**config.mk**
```make
export PLATFORM = sky130hd
export DESIGN_NAME = eight_bit_exp_decay_lookup_flat
export DESIGN_NICKNAME = d
export VERILOG_FILES = /design/src/rtl/exp_decay_pkg.sv /design/src/rtl/eight_bit_exp_decay_lookup_if.sv /design/src/rtl/exp_decay_rom.sv /design/src/rtl/eight_bit_exp_decay_lookup.sv /design/src/flat_wrapper.sv
export SDC_FILE = /design/constraint.sdc
export NUM_CORES = 1
export LEC_CHECK = 0
export ABC_AREA = 0
export ABC_CLOCK_PERIOD_IN_PS = 3000
export CAP_MARGIN = 20
export CORE_MARGIN = 2
export CORE_UTILIZATION = 50
export DETAILED_ROUTE_END_ITERATION = 10
export PLACE_DENSITY = 0.77
export REMOVE_ABC_BUFFERS = 1
export SLEW_MARGIN = 0
export SYNTH_ARGS = -nofsm -noshare
export SYNTH_HDL_FRONTEND = slang
export SYNTH_SLANG_ARGS = --single-unit
export TNS_END_PERCENT = 100
```
**constraint.sdc**
```tcl
create_clock -name vclk -period 3
set_input_delay 0.6 -clock vclk [all_inputs]
set_output_delay 0.6 -clock vclk [all_outputs]
set_load 0.03 [all_outputs]
```
**src/rtl/exp_decay_pkg.sv**
```systemverilog
// exp_decay_pkg: shared constants for the exponential decay lookup
package exp_decay_pkg;
  localparam int EXP_DECAY_W = 8;
  localparam int EXP_DECAY_HALF_LIFE = 32;
  localparam logic [EXP_DECAY_W-1:0] EXP_DECAY_MAX = 8'hFF;
endpackage

```
**src/rtl/eight_bit_exp_decay_lookup_if.sv**
```systemverilog
// eight_bit_exp_decay_lookup_if: phase-in / amplitude-out bus
//   din  : linear phase, 0 = start of decay, 255 = end
//   dout : decayed amplitude, 255 = full scale
//   master drives din, slave (the lookup) drives dout
interface eight_bit_exp_decay_lookup_if
  import exp_decay_pkg::*;
();
  logic [EXP_DECAY_W-1:0] din;
  logic [EXP_DECAY_W-1:0] dout;
  modport master (output din, input dout);
  modport slave (input din, output dout);
endinterface

```
**src/rtl/exp_decay_rom.sv**
```systemverilog
// exp_decay_rom: fixed table min(255, floor(256 * 2^(-x/32))), with 255 -> 0
//   din       : linear phase
//   table_out : decayed amplitude, combinational
module exp_decay_rom
  import exp_decay_pkg::*;
(
  input  logic [EXP_DECAY_W-1:0] din,
  output logic [EXP_DECAY_W-1:0] table_out
);
  // Each 32-entry block is the previous block halved (one half-life per block).
  always_comb begin
    case (din)
      8'd0:   table_out = EXP_DECAY_MAX; 8'd1:   table_out = 8'd250; 8'd2:   table_out = 8'd245; 8'd3:   table_out = 8'd239;
      8'd4:   table_out = 8'd234; 8'd5:   table_out = 8'd229; 8'd6:   table_out = 8'd224; 8'd7:   table_out = 8'd219;
      8'd8:   table_out = 8'd215; 8'd9:   table_out = 8'd210; 8'd10:  table_out = 8'd206; 8'd11:  table_out = 8'd201;
      8'd12:  table_out = 8'd197; 8'd13:  table_out = 8'd193; 8'd14:  table_out = 8'd189; 8'd15:  table_out = 8'd184;
      8'd16:  table_out = 8'd181; 8'd17:  table_out = 8'd177; 8'd18:  table_out = 8'd173; 8'd19:  table_out = 8'd169;
      8'd20:  table_out = 8'd165; 8'd21:  table_out = 8'd162; 8'd22:  table_out = 8'd158; 8'd23:  table_out = 8'd155;
      8'd24:  table_out = 8'd152; 8'd25:  table_out = 8'd148; 8'd26:  table_out = 8'd145; 8'd27:  table_out = 8'd142;
      8'd28:  table_out = 8'd139; 8'd29:  table_out = 8'd136; 8'd30:  table_out = 8'd133; 8'd31:  table_out = 8'd130;
      8'd32:  table_out = 8'd128; 8'd33:  table_out = 8'd125; 8'd34:  table_out = 8'd122; 8'd35:  table_out = 8'd119;
      8'd36:  table_out = 8'd117; 8'd37:  table_out = 8'd114; 8'd38:  table_out = 8'd112; 8'd39:  table_out = 8'd109;
      8'd40:  table_out = 8'd107; 8'd41:  table_out = 8'd105; 8'd42:  table_out = 8'd103; 8'd43:  table_out = 8'd100;
      8'd44:  table_out = 8'd98;  8'd45:  table_out = 8'd96;  8'd46:  table_out = 8'd94;  8'd47:  table_out = 8'd92;
      8'd48:  table_out = 8'd90;  8'd49:  table_out = 8'd88;  8'd50:  table_out = 8'd86;  8'd51:  table_out = 8'd84;
      8'd52:  table_out = 8'd82;  8'd53:  table_out = 8'd81;  8'd54:  table_out = 8'd79;  8'd55:  table_out = 8'd77;
      8'd56:  table_out = 8'd76;  8'd57:  table_out = 8'd74;  8'd58:  table_out = 8'd72;  8'd59:  table_out = 8'd71;
      8'd60:  table_out = 8'd69;  8'd61:  table_out = 8'd68;  8'd62:  table_out = 8'd66;  8'd63:  table_out = 8'd65;
      8'd64:  table_out = 8'd64;  8'd65:  table_out = 8'd62;  8'd66:  table_out = 8'd61;  8'd67:  table_out = 8'd59;
      8'd68:  table_out = 8'd58;  8'd69:  table_out = 8'd57;  8'd70:  table_out = 8'd56;  8'd71:  table_out = 8'd54;
      8'd72:  table_out = 8'd53;  8'd73:  table_out = 8'd52;  8'd74:  table_out = 8'd51;  8'd75:  table_out = 8'd50;
      8'd76:  table_out = 8'd49;  8'd77:  table_out = 8'd48;  8'd78:  table_out = 8'd47;  8'd79:  table_out = 8'd46;
      8'd80:  table_out = 8'd45;  8'd81:  table_out = 8'd44;  8'd82:  table_out = 8'd43;  8'd83:  table_out = 8'd42;
      8'd84:  table_out = 8'd41;  8'd85:  table_out = 8'd40;  8'd86:  table_out = 8'd39;  8'd87:  table_out = 8'd38;
      8'd88:  table_out = 8'd38;  8'd89:  table_out = 8'd37;  8'd90:  table_out = 8'd36;  8'd91:  table_out = 8'd35;
      8'd92:  table_out = 8'd34;  8'd93:  table_out = 8'd34;  8'd94:  table_out = 8'd33;  8'd95:  table_out = 8'd32;
      8'd96:  table_out = 8'd32;  8'd97:  table_out = 8'd31;  8'd98:  table_out = 8'd30;  8'd99:  table_out = 8'd29;
      8'd100: table_out = 8'd29;  8'd101: table_out = 8'd28;  8'd102: table_out = 8'd28;  8'd103: table_out = 8'd27;
      8'd104: table_out = 8'd26;  8'd105: table_out = 8'd26;  8'd106: table_out = 8'd25;  8'd107: table_out = 8'd25;
      8'd108: table_out = 8'd24;  8'd109: table_out = 8'd24;  8'd110: table_out = 8'd23;  8'd111: table_out = 8'd23;
      8'd112: table_out = 8'd22;  8'd113: table_out = 8'd22;  8'd114: table_out = 8'd21;  8'd115: table_out = 8'd21;
      8'd116: table_out = 8'd20;  8'd117: table_out = 8'd20;  8'd118: table_out = 8'd19;  8'd119: table_out = 8'd19;
      8'd120: table_out = 8'd19;  8'd121: table_out = 8'd18;  8'd122: table_out = 8'd18;  8'd123: table_out = 8'd17;
      8'd124: table_out = 8'd17;  8'd125: table_out = 8'd17;  8'd126: table_out = 8'd16;  8'd127: table_out = 8'd16;
      8'd128: table_out = 8'd16;  8'd129: table_out = 8'd15;  8'd130: table_out = 8'd15;  8'd131: table_out = 8'd14;
      8'd132: table_out = 8'd14;  8'd133: table_out = 8'd14;  8'd134: table_out = 8'd14;  8'd135: table_out = 8'd13;
      8'd136: table_out = 8'd13;  8'd137: table_out = 8'd13;  8'd138: table_out = 8'd12;  8'd139: table_out = 8'd12;
      8'd140: table_out = 8'd12;  8'd141: table_out = 8'd12;  8'd142: table_out = 8'd11;  8'd143: table_out = 8'd11;
      8'd144: table_out = 8'd11;  8'd145: table_out = 8'd11;  8'd146: table_out = 8'd10;  8'd147: table_out = 8'd10;
      8'd148: table_out = 8'd10;  8'd149: table_out = 8'd10;  8'd150: table_out = 8'd9;   8'd151: table_out = 8'd9;
      8'd152: table_out = 8'd9;   8'd153: table_out = 8'd9;   8'd154: table_out = 8'd9;   8'd155: table_out = 8'd8;
      8'd156: table_out = 8'd8;   8'd157: table_out = 8'd8;   8'd158: table_out = 8'd8;   8'd159: table_out = 8'd8;
      8'd160: table_out = 8'd8;   8'd161: table_out = 8'd7;   8'd162: table_out = 8'd7;   8'd163: table_out = 8'd7;
      8'd164: table_out = 8'd7;   8'd165: table_out = 8'd7;   8'd166: table_out = 8'd7;   8'd167: table_out = 8'd6;
      8'd168: table_out = 8'd6;   8'd169: table_out = 8'd6;   8'd170: table_out = 8'd6;   8'd171: table_out = 8'd6;
      8'd172: table_out = 8'd6;   8'd173: table_out = 8'd6;   8'd174: table_out = 8'd5;   8'd175: table_out = 8'd5;
      8'd176: table_out = 8'd5;   8'd177: table_out = 8'd5;   8'd178: table_out = 8'd5;   8'd179: table_out = 8'd5;
      8'd180: table_out = 8'd5;   8'd181: table_out = 8'd5;   8'd182: table_out = 8'd4;   8'd183: table_out = 8'd4;
      8'd184: table_out = 8'd4;   8'd185: table_out = 8'd4;   8'd186: table_out = 8'd4;   8'd187: table_out = 8'd4;
      8'd188: table_out = 8'd4;   8'd189: table_out = 8'd4;   8'd190: table_out = 8'd4;   8'd191: table_out = 8'd4;
      8'd192: table_out = 8'd4;   8'd193: table_out = 8'd3;   8'd194: table_out = 8'd3;   8'd195: table_out = 8'd3;
      8'd196: table_out = 8'd3;   8'd197: table_out = 8'd3;   8'd198: table_out = 8'd3;   8'd199: table_out = 8'd3;
      8'd200: table_out = 8'd3;   8'd201: table_out = 8'd3;   8'd202: table_out = 8'd3;   8'd203: table_out = 8'd3;
      8'd204: table_out = 8'd3;   8'd205: table_out = 8'd3;   8'd206: table_out = 8'd2;   8'd207: table_out = 8'd2;
      8'd208: table_out = 8'd2;   8'd209: table_out = 8'd2;   8'd210: table_out = 8'd2;   8'd211: table_out = 8'd2;
      8'd212: table_out = 8'd2;   8'd213: table_out = 8'd2;   8'd214: table_out = 8'd2;   8'd215: table_out = 8'd2;
      8'd216: table_out = 8'd2;   8'd217: table_out = 8'd2;   8'd218: table_out = 8'd2;   8'd219: table_out = 8'd2;
      8'd220: table_out = 8'd2;   8'd221: table_out = 8'd2;   8'd222: table_out = 8'd2;   8'd223: table_out = 8'd2;
      8'd224: table_out = 8'd2;   8'd225: table_out = 8'd1;   8'd226: table_out = 8'd1;   8'd227: table_out = 8'd1;
      8'd228: table_out = 8'd1;   8'd229: table_out = 8'd1;   8'd230: table_out = 8'd1;   8'd231: table_out = 8'd1;
      8'd232: table_out = 8'd1;   8'd233: table_out = 8'd1;   8'd234: table_out = 8'd1;   8'd235: table_out = 8'd1;
      8'd236: table_out = 8'd1;   8'd237: table_out = 8'd1;   8'd238: table_out = 8'd1;   8'd239: table_out = 8'd1;
      8'd240: table_out = 8'd1;   8'd241: table_out = 8'd1;   8'd242: table_out = 8'd1;   8'd243: table_out = 8'd1;
      8'd244: table_out = 8'd1;   8'd245: table_out = 8'd1;   8'd246: table_out = 8'd1;   8'd247: table_out = 8'd1;
      8'd248: table_out = 8'd1;   8'd249: table_out = 8'd1;   8'd250: table_out = 8'd1;   8'd251: table_out = 8'd1;
      8'd252: table_out = 8'd1;   8'd253: table_out = 8'd1;   8'd254: table_out = 8'd1;
      // Forced to silence so a release always ends at zero.
      8'd255: table_out = 8'd0;
      default: table_out = '0;
    endcase
  end
endmodule

```
**src/rtl/eight_bit_exp_decay_lookup.sv**
```systemverilog
// eight_bit_exp_decay_lookup: 8-bit linear phase to exponentially decaying amplitude
//   clk : sample-rate clock
//   rst : asynchronous active-low reset
//   bus : slave side, din = phase in, dout = amplitude out
//   EXP_DECAY_OUT_REG_EN defined: dout registered, 1-cycle latency, reset to 0
//   EXP_DECAY_OUT_REG_EN undefined: dout combinational, clk/rst unused
module eight_bit_exp_decay_lookup
  import exp_decay_pkg::*;
(
  input logic clk,
  input logic rst,
  eight_bit_exp_decay_lookup_if.slave bus
);
  logic [EXP_DECAY_W-1:0] table_out;
  exp_decay_rom u_rom (.din(bus.din), .table_out(table_out));
`ifdef EXP_DECAY_OUT_REG_EN
  always_ff @(posedge clk or negedge rst)
    if (!rst) bus.dout <= '0;
    else bus.dout <= table_out;
`else
  logic unused_clk_rst;
  assign unused_clk_rst = clk & rst;
  assign bus.dout = table_out;
`endif
endmodule

```
**src/flat_wrapper.sv**
```systemverilog
// flat-port wrapper written by rule: the top's interface ports become plain ports
module eight_bit_exp_decay_lookup_flat import exp_decay_pkg::*;
  (clk, rst, bus_din, bus_dout);
  eight_bit_exp_decay_lookup_if bus_i ();
  input logic clk;
  input logic rst;
  input wire logic [$bits(bus_i.din)-1:0] bus_din;
  output wire logic [$bits(bus_i.dout)-1:0] bus_dout;
  assign bus_i.din = bus_din;
  assign bus_dout = bus_i.dout;
  eight_bit_exp_decay_lookup u_core (.clk(clk), .rst(rst), .bus(bus_i));
endmodule
```
==> flow_summary.html, run 1 <==
<table>
<tr><th>Metric</th><th>Value</th></tr>
<tr><th colspan="2">STA</th></tr>
<tr><td>Final hold violation count</td><td>0</td></tr>
<tr><td>Crit path time final</td><td>2.95 ns</td></tr>
<tr><td>Final count of pins violating max slew</td><td>0</td></tr>
<tr><td>Highest clock rate</td><td>338 MHz</td></tr>
<tr><td>Slack of the critical path</td><td>0.0456 ns</td></tr>
<tr><td>Setup violations, final</td><td>0</td></tr>
<tr><td>Sum Neg Setup Slack</td><td>0 ns</td></tr>
<tr><td>Slew margin rel.</td><td>0.697</td></tr>
<tr><td>Slew at the pin closest to its max-slew limit</td><td>0.453 ns</td></tr>
<tr><td>Ratio of final minimum period to clock period</td><td>0.985</td></tr>
<tr><td>Unrepaired setup endpoints after global routing</td><td>yes</td></tr>
<tr><th colspan="2">Worst setup path</th></tr>
<tr><td>Worst path arrival time</td><td>2.35 ns</td></tr>
<tr><td>Maximum single-stage delay on the critical path</td><td>0.38 ns</td></tr>
<tr><td>Kind of end point of the critical path</td><td>output pin</td></tr>
<tr><td>Crit Path Category</td><td>primary input to output pin</td></tr>
<tr><td>CP dominant cell by count</td><td>sky130_fd_sc_hd__buf_4</td></tr>
<tr><td>Cells along the critical path</td><td>clkdlybuf4s15_2 -&gt; buf_12 -&gt; or3_1 -&gt; a21oi_1 -&gt; a211o_1 -&gt; buf_4 -&gt; a2bb2oi_1 -&gt; o211ai_1 -&gt; buf_4</td></tr>
<tr><td>CP required</td><td>2.40 ns</td></tr>
<tr><td>CP Launch Type</td><td>primary input</td></tr>
<tr><td>Critical path's slowest cell</td><td>sky130_fd_sc_hd__or3_1</td></tr>
<tr><td>Number of logic stages on the critical path including buffering</td><td>9</td></tr>
<tr><td>Cell family contributing the most delay on the critical path</td><td>buffers and inverters</td></tr>
<tr><td>Worst-path maximum fanout</td><td>27</td></tr>
<tr><td>Crit path buf inv count</td><td>4</td></tr>
<tr><th colspan="2">Global route</th></tr>
<tr><td>Global Route Usage Sum</td><td>0.276</td></tr>
<tr><td>First-pass GRT wire length</td><td>5520 um</td></tr>
<tr><td>Number of global-route vias before repair</td><td>1204</td></tr>
<tr><td>Gr ovfl total</td><td>0</td></tr>
<tr><td>Number of antenna violations at the first check in global routing</td><td>0</td></tr>
<tr><td>Largest net degree at the start of global routing</td><td>28</td></tr>
<tr><th colspan="2">Synthesis</th></tr>
<tr><td>Number of distinct library cells after synthesis</td><td>52</td></tr>
<tr><td>Synthesized instance count</td><td>151</td></tr>
<tr><td>Portion of the post-synthesis area used by sequential elements</td><td>0</td></tr>
<tr><td>Synthesized area per cell</td><td>6.63 um^2</td></tr>
<tr><td>YS warnings</td><td>0</td></tr>
<tr><td>Post-Synthesis Cell Area</td><td>1000 um^2</td></tr>
<tr><th colspan="2">Finish</th></tr>
<tr><td>Ant diodes</td><td>0</td></tr>
<tr><td>Share of cells above drive strength 1</td><td>0.395</td></tr>
<tr><td>Total of clock buffers placed in the layout</td><td>0</td></tr>
<tr><td>Number of sequential cells</td><td>0</td></tr>
<tr><td>FF+latch area</td><td>0 um^2</td></tr>
<tr><td>Number of nets in the layout</td><td>211</td></tr>
<tr><td>Area growth from synthesis to layout</td><td>47.8%</td></tr>
<tr><td>Core Util, Final</td><td>0.770</td></tr>
<tr><td>Filler cell count</td><td>159</td></tr>
<tr><th colspan="2">Pwr</th></tr>
<tr><td>Power Total</td><td>0.246 mW</td></tr>
<tr><td>Worst supply voltage drop on vdd</td><td>106 uV</td></tr>
<tr><td>Standby leakage power</td><td>0.614 nW</td></tr>
<tr><td>Ratio of total power to cell area</td><td>166 nW/um^2</td></tr>
<tr><th colspan="2">Place</th></tr>
<tr><td>Sum of net half-perimeters after detailed placement</td><td>2440 um</td></tr>
<tr><td>Weighted congestion at the end of routability-driven global placement</td><td>0.869</td></tr>
<tr><td>Number of buffers added on ports</td><td>16</td></tr>
<tr><td>Post-Place Worst Slack</td><td>-0.518 ns</td></tr>
<tr><th colspan="2">Hold path</th></tr>
<tr><td>Instance count along the most critical hold path</td><td>4</td></tr>
<tr><td>Type of the most critical hold path</td><td>primary input to output pin</td></tr>
<tr><th colspan="2">Outcome</th></tr>
<tr><td>Outcome</td><td>completed</td></tr>
<tr><th colspan="2">Detailed routing</th></tr>
<tr><td>Number of DRC violations after detailed routing</td><td>0</td></tr>
<tr><td>Residual antenna-violating net count after detailed routing</td><td>0</td></tr>
<tr><td>DR vias</td><td>1336</td></tr>
<tr><td>Number of detailed-route iterations in the first pass</td><td>4</td></tr>
<tr><td>DR WL/cell</td><td>15.4 um</td></tr>
<tr><td>Iter 0 DRT Violations</td><td>55</td></tr>
<tr><td>Detailed-route wire length</td><td>3350 um</td></tr>
<tr><td>Per-cell via count in the routed design</td><td>6.16</td></tr>
<tr><th colspan="2">Floorplan</th></tr>
<tr><td>Standard-cell row count</td><td>16</td></tr>
<tr><td>Floorplan core area</td><td>1920 um^2</td></tr>
<tr><td>Area of the die</td><td>2380 um^2</td></tr>
<tr><td>Die boundary height</td><td>48.7 um</td></tr>
<tr><td>Die width</td><td>48.7 um</td></tr>
<tr><td>Starting Density</td><td>0.521</td></tr>
<tr><td>Ports</td><td>18</td></tr>
<tr><th colspan="2">Flow run</th></tr>
<tr><td>Maxcap violations</td><td>0</td></tr>
<tr><th colspan="2">CTS</th></tr>
<tr><td>Total of hold buffers inserted after clock tree synthesis</td><td>0</td></tr>
</table>
placed cells by master, fill, tap and decap left out, types with 2 or more instances in the layout:
cell                              instances
sky130_fd_sc_hd__or3_1                    3
sky130_fd_sc_hd__o21ai_0                  9
sky130_fd_sc_hd__nor2b_1                  3
sky130_fd_sc_hd__nor2_1                  13
sky130_fd_sc_hd__o211ai_1                 6
sky130_fd_sc_hd__a21oi_1                 13
sky130_fd_sc_hd__inv_1                    3
sky130_fd_sc_hd__a31oi_1                  2
sky130_fd_sc_hd__nand3_1                  5
sky130_fd_sc_hd__clkdlybuf4s50_1          2
sky130_fd_sc_hd__inv_2                    3
sky130_fd_sc_hd__o221ai_1                 3
sky130_fd_sc_hd__or2_2                    2
sky130_fd_sc_hd__ha_2                     3
sky130_fd_sc_hd__mux2i_1                  5
sky130_fd_sc_hd__a211oi_1                 3
sky130_fd_sc_hd__nor4_2                   2
sky130_fd_sc_hd__ha_4                     2
sky130_fd_sc_hd__clkbuf_2                 3
sky130_fd_sc_hd__ha_1                     4
sky130_fd_sc_hd__nand2b_1                 7
sky130_fd_sc_hd__buf_6                    3
sky130_fd_sc_hd__clkdlybuf4s15_2          2
sky130_fd_sc_hd__nand2_1                 10
sky130_fd_sc_hd__and3_1                   3
sky130_fd_sc_hd__buf_4                   39
path summary, 6_finish.rpt:
path                       start           to  slack, ns
worst max-delay path  bus_din[2]  bus_dout[1]       0.05
worst min-delay path  bus_din[5]  bus_dout[6]       1.76
per-stage QoR:
stage                     std cells  instance area, um^2  hold slack, ns
after floorplan                 138                  925            1.31
after global placement          215                 1360            2.06
after detailed placement        215                 1360            2.07
after CTS                       216                 1450            2.00
after global routing            217                 1480            1.80
final                           217                 1480            1.76
Yosys cell counts, types with 2 or more instances:
| cell | n | area [um^2] |
|---|---|---|
| sky130_fd_sc_hd__nand2b_1 | 7 | 43.8 |
| sky130_fd_sc_hd__nand3_1 | 5 | 25.0 |
| sky130_fd_sc_hd__or3_1 | 4 | 25.0 |
| sky130_fd_sc_hd__buf_6 | 2 | 22.5 |
| sky130_fd_sc_hd__buf_2 | 4 | 20.0 |
| sky130_fd_sc_hd__o221ai_1 | 3 | 26.3 |
| sky130_fd_sc_hd__clkbuf_1 | 4 | 15.0 |
| sky130_fd_sc_hd__o211ai_1 | 6 | 45.0 |
| sky130_fd_sc_hd__o311ai_0 | 2 | 17.5 |
| sky130_fd_sc_hd__nor2b_1 | 3 | 18.8 |
| sky130_fd_sc_hd__ha_1 | 9 | 113 |
| sky130_fd_sc_hd__a211oi_1 | 4 | 30.0 |
| sky130_fd_sc_hd__inv_1 | 6 | 22.5 |
| sky130_fd_sc_hd__nand2_1 | 10 | 37.5 |
| sky130_fd_sc_hd__o21ai_0 | 9 | 45.0 |
| sky130_fd_sc_hd__a21oi_1 | 15 | 75.1 |
| sky130_fd_sc_hd__or2_2 | 2 | 12.5 |
| sky130_fd_sc_hd__nor4b_1 | 2 | 17.5 |
| sky130_fd_sc_hd__a31oi_1 | 2 | 12.5 |
| sky130_fd_sc_hd__mux2i_1 | 5 | 50.1 |
| sky130_fd_sc_hd__buf_4 | 2 | 15.0 |
| sky130_fd_sc_hd__nor2_1 | 13 | 48.8 |
| sky130_fd_sc_hd__and3_1 | 3 | 18.8 |
final cells by class:
| cell class | count | area (um^2) | area share |
|---|---|---|---|
| well taps | 27 | 33.8 | 0.0228 |
| inverters | 8 | 32.5 | 0.0220 |
| repair buffers | 52 | 422 | 0.285 |
| multi-input cells | 130 | 991 | 0.670 |
kinds of logic after synthesis:
kind of cell	after synthesis	share of synthesized area
compound gates	58	0.400
xor+xnor	2	0.0175
fa+ha+maj	9	0.113
buf+inv	21	0.109
mux	6	0.0613
simple gates	55	0.300
per-layer routing:
layer,vias to the layer above,GRT usage,routed length (um)
met5,-,0,0
met4,0,0.0286,30
met3,4,0.00309,164
met2,50,0.511,1750
met1,635,0.367,1400
li1,647,-,-
what timing repair did:
item                                    4_1_cts  5_1_grt
buffers inserted                              1        1
endpoints found under the setup margin        7        5
gates resized for setup                      33       16
pin swaps                                     7        7
power by group:
part | internal (mW) | switching, mW
logic | 0.112 | 0.133
registers | 0 | 0
clock network | 0 | 0
Power figures use the tool's default switching activity.
==> run 2: changes to the inputs <==
--- a/config.mk
+++ b/config.mk
@@ -6,12 +6,12 @@
 export NUM_CORES = 1
 export LEC_CHECK = 0
 export ABC_AREA = 0
-export ABC_CLOCK_PERIOD_IN_PS = 3000
-export CAP_MARGIN = 20
+export ABC_CLOCK_PERIOD_IN_PS = 2600
+export CAP_MARGIN = 0
 export CORE_MARGIN = 2
 export CORE_UTILIZATION = 50
 export DETAILED_ROUTE_END_ITERATION = 10
-export PLACE_DENSITY = 0.77
+export PLACE_DENSITY = 0.8
 export REMOVE_ABC_BUFFERS = 1
 export SLEW_MARGIN = 0
 export SYNTH_ARGS = -nofsm -noshare
==> constraint.sdc (replaced) <==
create_clock -name vclk -period 2.6
set_input_delay 0.52 -clock vclk [all_inputs]
set_output_delay 0.52 -clock vclk [all_outputs]
set_load 0.03 [all_outputs]
==> run 2 against run 1 <==
The run now ends with negative setup slack left. Non-clock buffer count rose by 21. Setup slack got worse by 0.22 ns. Global-route usage rose by 9.8 points. Utilization rose by 12 points. Wire length rose by 33%. Critical path type unchanged. Highest routed layer unchanged.
==> flow_summary.html, run 2 (synthesis results as in run 1) <==
<table>
<tr><th>Metric</th><th>Value</th></tr>
<tr><th colspan="2">Outcome</th></tr>
<tr><td>Outcome</td><td>finished with violations</td></tr>
<tr><td>Violated checks</td><td>negative setup slack</td></tr>
<tr><th colspan="2">Finish</th></tr>
<tr><td>Share of cells above drive strength 1</td><td>0.493 (+0.0982)</td></tr>
<tr><td>Most common cell after layout, fill and taps aside</td><td>sky130_fd_sc_hd__buf_4</td></tr>
<tr><td>FF+latch area</td><td>0 um^2 (unchanged)</td></tr>
<tr><td>Core Util, Final</td><td>0.889 (+0.119)</td></tr>
<tr><td>Number of sequential cells</td><td>0 (unchanged)</td></tr>
<tr><td>Leading cell types in the layout, fill and taps excluded</td><td>sky130_fd_sc_hd__buf_4 (56), sky130_fd_sc_hd__nor2_1 (12), sky130_fd_sc_hd__buf_6 (11)</td></tr>
<tr><td>Total of clock buffers placed in the layout</td><td>0 (unchanged)</td></tr>
<tr><td>Filler cell count</td><td>93 (-42%)</td></tr>
<tr><td>Ant diodes</td><td>0 (unchanged)</td></tr>
<tr><td>Number of nets in the layout</td><td>232 (+10%)</td></tr>
<tr><td>Area growth from synthesis to layout</td><td>70.6%</td></tr>
<tr><th colspan="2">Detailed routing</th></tr>
<tr><td>DR vias</td><td>1548 (+16%)</td></tr>
<tr><td>Detailed-route wire length</td><td>4450 um (+33%)</td></tr>
<tr><td>Residual antenna-violating net count after detailed routing</td><td>0 (unchanged)</td></tr>
<tr><td>Per-cell via count in the routed design</td><td>6.50 (+5.6%)</td></tr>
<tr><td>DR WL/cell</td><td>18.7 um (+21%)</td></tr>
<tr><td>Iter 0 DRT Violations</td><td>75 (+36%)</td></tr>
<tr><td>Number of DRC violations after detailed routing</td><td>0 (unchanged)</td></tr>
<tr><td>Number of detailed-route iterations in the first pass</td><td>4 (unchanged)</td></tr>
<tr><th colspan="2">Worst setup path</th></tr>
<tr><td>CP Launch Type</td><td>primary input</td></tr>
<tr><td>Crit Path Category</td><td>primary input to output pin</td></tr>
<tr><td>CP required</td><td>2.08 ns (-0.32 ns)</td></tr>
<tr><td>Worst path arrival time</td><td>2.26 ns (-0.09 ns)</td></tr>
<tr><td>Worst-path maximum fanout</td><td>7 (-74%)</td></tr>
<tr><td>Launch point of the worst path</td><td>bus_din[1]</td></tr>
<tr><td>End point of the critical path</td><td>bus_dout[2]</td></tr>
<tr><td>Kind of end point of the critical path</td><td>output pin</td></tr>
<tr><th colspan="2">STA</th></tr>
<tr><td>Final hold violation count</td><td>0 (unchanged)</td></tr>
<tr><td>Highest clock rate</td><td>360 MHz</td></tr>
<tr><td>Slack of the critical path</td><td>-0.179 ns (-0.224 ns)</td></tr>
<tr><td>Final count of pins violating max slew</td><td>0 (unchanged)</td></tr>
<tr><td>Slew at the pin closest to its max-slew limit</td><td>0.392 ns (-0.0610 ns)</td></tr>
<tr><td>Crit path time final</td><td>2.78 ns</td></tr>
<tr><td>Slew margin rel.</td><td>0.735 (+0.0381)</td></tr>
<tr><td>Ratio of final minimum period to clock period</td><td>1.07</td></tr>
<tr><td>Unrepaired setup endpoints after global routing</td><td>yes</td></tr>
<tr><td>Setup violations, final</td><td>5 (+5)</td></tr>
<tr><th colspan="2">Floorplan</th></tr>
<tr><td>Starting Density</td><td>0.521 (unchanged)</td></tr>
<tr><td>Die boundary height</td><td>48.7 um (unchanged)</td></tr>
<tr><td>Area of the die</td><td>2380 um^2 (unchanged)</td></tr>
<tr><td>Die width</td><td>48.7 um (unchanged)</td></tr>
<tr><td>Ports</td><td>18 (unchanged)</td></tr>
<tr><td>Floorplan core area</td><td>1920 um^2 (unchanged)</td></tr>
<tr><td>Standard-cell row count</td><td>16 (unchanged)</td></tr>
<tr><th colspan="2">Hold path</th></tr>
<tr><td>Type of the most critical hold path</td><td>primary input to output pin</td></tr>
<tr><td>Start point of the worst min-delay path</td><td>bus_din[7]</td></tr>
<tr><th colspan="2">Place</th></tr>
<tr><td>Sum of net half-perimeters after detailed placement</td><td>2650 um (+8.8%)</td></tr>
<tr><td>Weighted congestion at the end of routability-driven global placement</td><td>0.935 (+7.5%)</td></tr>
<tr><td>Number of buffers added on ports</td><td>16 (unchanged)</td></tr>
<tr><th colspan="2">Global route</th></tr>
<tr><td>Number of antenna violations at the first check in global routing</td><td>0 (unchanged)</td></tr>
<tr><td>First-pass GRT wire length</td><td>7150 um (+29%)</td></tr>
<tr><td>Global Route Usage Sum</td><td>0.374 (+0.0982)</td></tr>
<tr><td>Number of global-route vias before repair</td><td>1560 (+30%)</td></tr>
<tr><td>Gr ovfl total</td><td>0 (unchanged)</td></tr>
<tr><td>Largest net degree at the start of global routing</td><td>19 (-32%)</td></tr>
<tr><th colspan="2">Flow run</th></tr>
<tr><td>Maxcap violations</td><td>0 (unchanged)</td></tr>
<tr><th colspan="2">CTS</th></tr>
<tr><td>Total of hold buffers inserted after clock tree synthesis</td><td>0 (unchanged)</td></tr>
<tr><th colspan="2">Pwr</th></tr>
<tr><td>Power Total</td><td>0.345 mW (+40%)</td></tr>
<tr><td>Worst supply voltage drop on vdd</td><td>144 uV (+36%)</td></tr>
<tr><td>Standby leakage power</td><td>0.732 nW (+19%)</td></tr>
<tr><td>Ratio of total power to cell area</td><td>202 nW/um^2 (+22%)</td></tr>
</table>
[run 2: cell count changes in the layout (fill, tap and decap cells not counted), moves of 2 or more]
| cell | delta |
|---|---|
| sky130_fd_sc_hd__buf_4 | +17 |
| sky130_fd_sc_hd__clkbuf_2 | -3 |
| sky130_fd_sc_hd__o21ai_1 | +2 |
| sky130_fd_sc_hd__inv_2 | -2 |
| sky130_fd_sc_hd__clkdlybuf4s50_1 | -2 |
| sky130_fd_sc_hd__buf_6 | +8 |
| sky130_fd_sc_hd__a21oi_2 | +4 |
| sky130_fd_sc_hd__o21ai_0 | -2 |
| sky130_fd_sc_hd__a21oi_1 | -4 |
[run 2: repair_timing]
action | in CTS | in global routing
pin swaps | 13 | 6
endpoints found under the setup margin | 8 | 6
setup buffers | 14 | 2
resized for setup | 67 | 15
[run 2: worst min path at each step]
stage | endpoint | slack, ns | depth (start not counted)
4_1_cts | bus_dout[3] | 1.68 | 5
2_1_floorplan | bus_dout[6] | 1.15 | 1
6_report | bus_dout[6] | 1.59 | 4
5_1_grt | bus_dout[6] | 1.61 | 4
3_3_place_gp | bus_dout[6] | 1.89 | 4
3_5_place_dp | bus_dout[6] | 1.91 | 4
[run 2: routing by layer]
| layer | GRT usage | vias up | wire, um |
|---|---|---|---|
| met5 | 0 | - | 0 |
| met4 | 0.224 | 0 | 206 |
| met3 | 0.0401 | 28 | 393 |
| met2 | 0.646 | 116 | 2170 |
| met1 | 0.442 | 710 | 1690 |
| li1 | - | 694 | - |
[run 2: final cells by class]
cell class                      instances  area (um^2)  share of cell area
Tap cell                               27         33.8              0.0198
Timing Repair Buffer                   73          602               0.352
Multi-Input combinational cell        130         1040               0.607
Inverter                                8         35.0              0.0205
[run 2: worst max-delay path, cell delays in order]
cell and delay (ns):
sky130_fd_sc_hd__buf_6 0.10, sky130_fd_sc_hd__buf_6 0.13, sky130_fd_sc_hd__ha_4 0.16, sky130_fd_sc_hd__buf_6 0.12, sky130_fd_sc_hd__mux2i_2 0.16, sky130_fd_sc_hd__o21ai_1 0.10, sky130_fd_sc_hd__buf_4 0.16, sky130_fd_sc_hd__a21oi_4 0.18
sky130_fd_sc_hd__nor4_2 0.07, sky130_fd_sc_hd__a311oi_1 0.33, sky130_fd_sc_hd__buf_4 0.23
[run 2: metrics by stage]
| step | cell area, um^2 | setup WS (ns) | hold slack (ns) | cells | TNS (ns) |
|---|---|---|---|---|---|
| 2_1_floorplan | 925 | -0.266 | 1.15 | 138 | -0.590 |
| 3_5_place_dp | 1410 | -0.750 | 1.91 | 222 | -3.98 |
| 3_3_place_gp | 1410 | -0.695 | 1.89 | 222 | -3.60 |
| 6_report | 1710 | -0.179 | 1.59 | 238 | -0.441 |
| 4_1_cts | 1660 | -0.0235 | 1.68 | 236 | -0.0282 |
| 5_1_grt | 1710 | -0.252 | 1.61 | 238 | -0.719 |
[run 2: power by group]
group	total [mW]	internal, mW	leakage, nW	switching [mW]
logic	0.345	0.163	0.732	0.182
registers	0	0	0	0
clock network	0	0	0	0
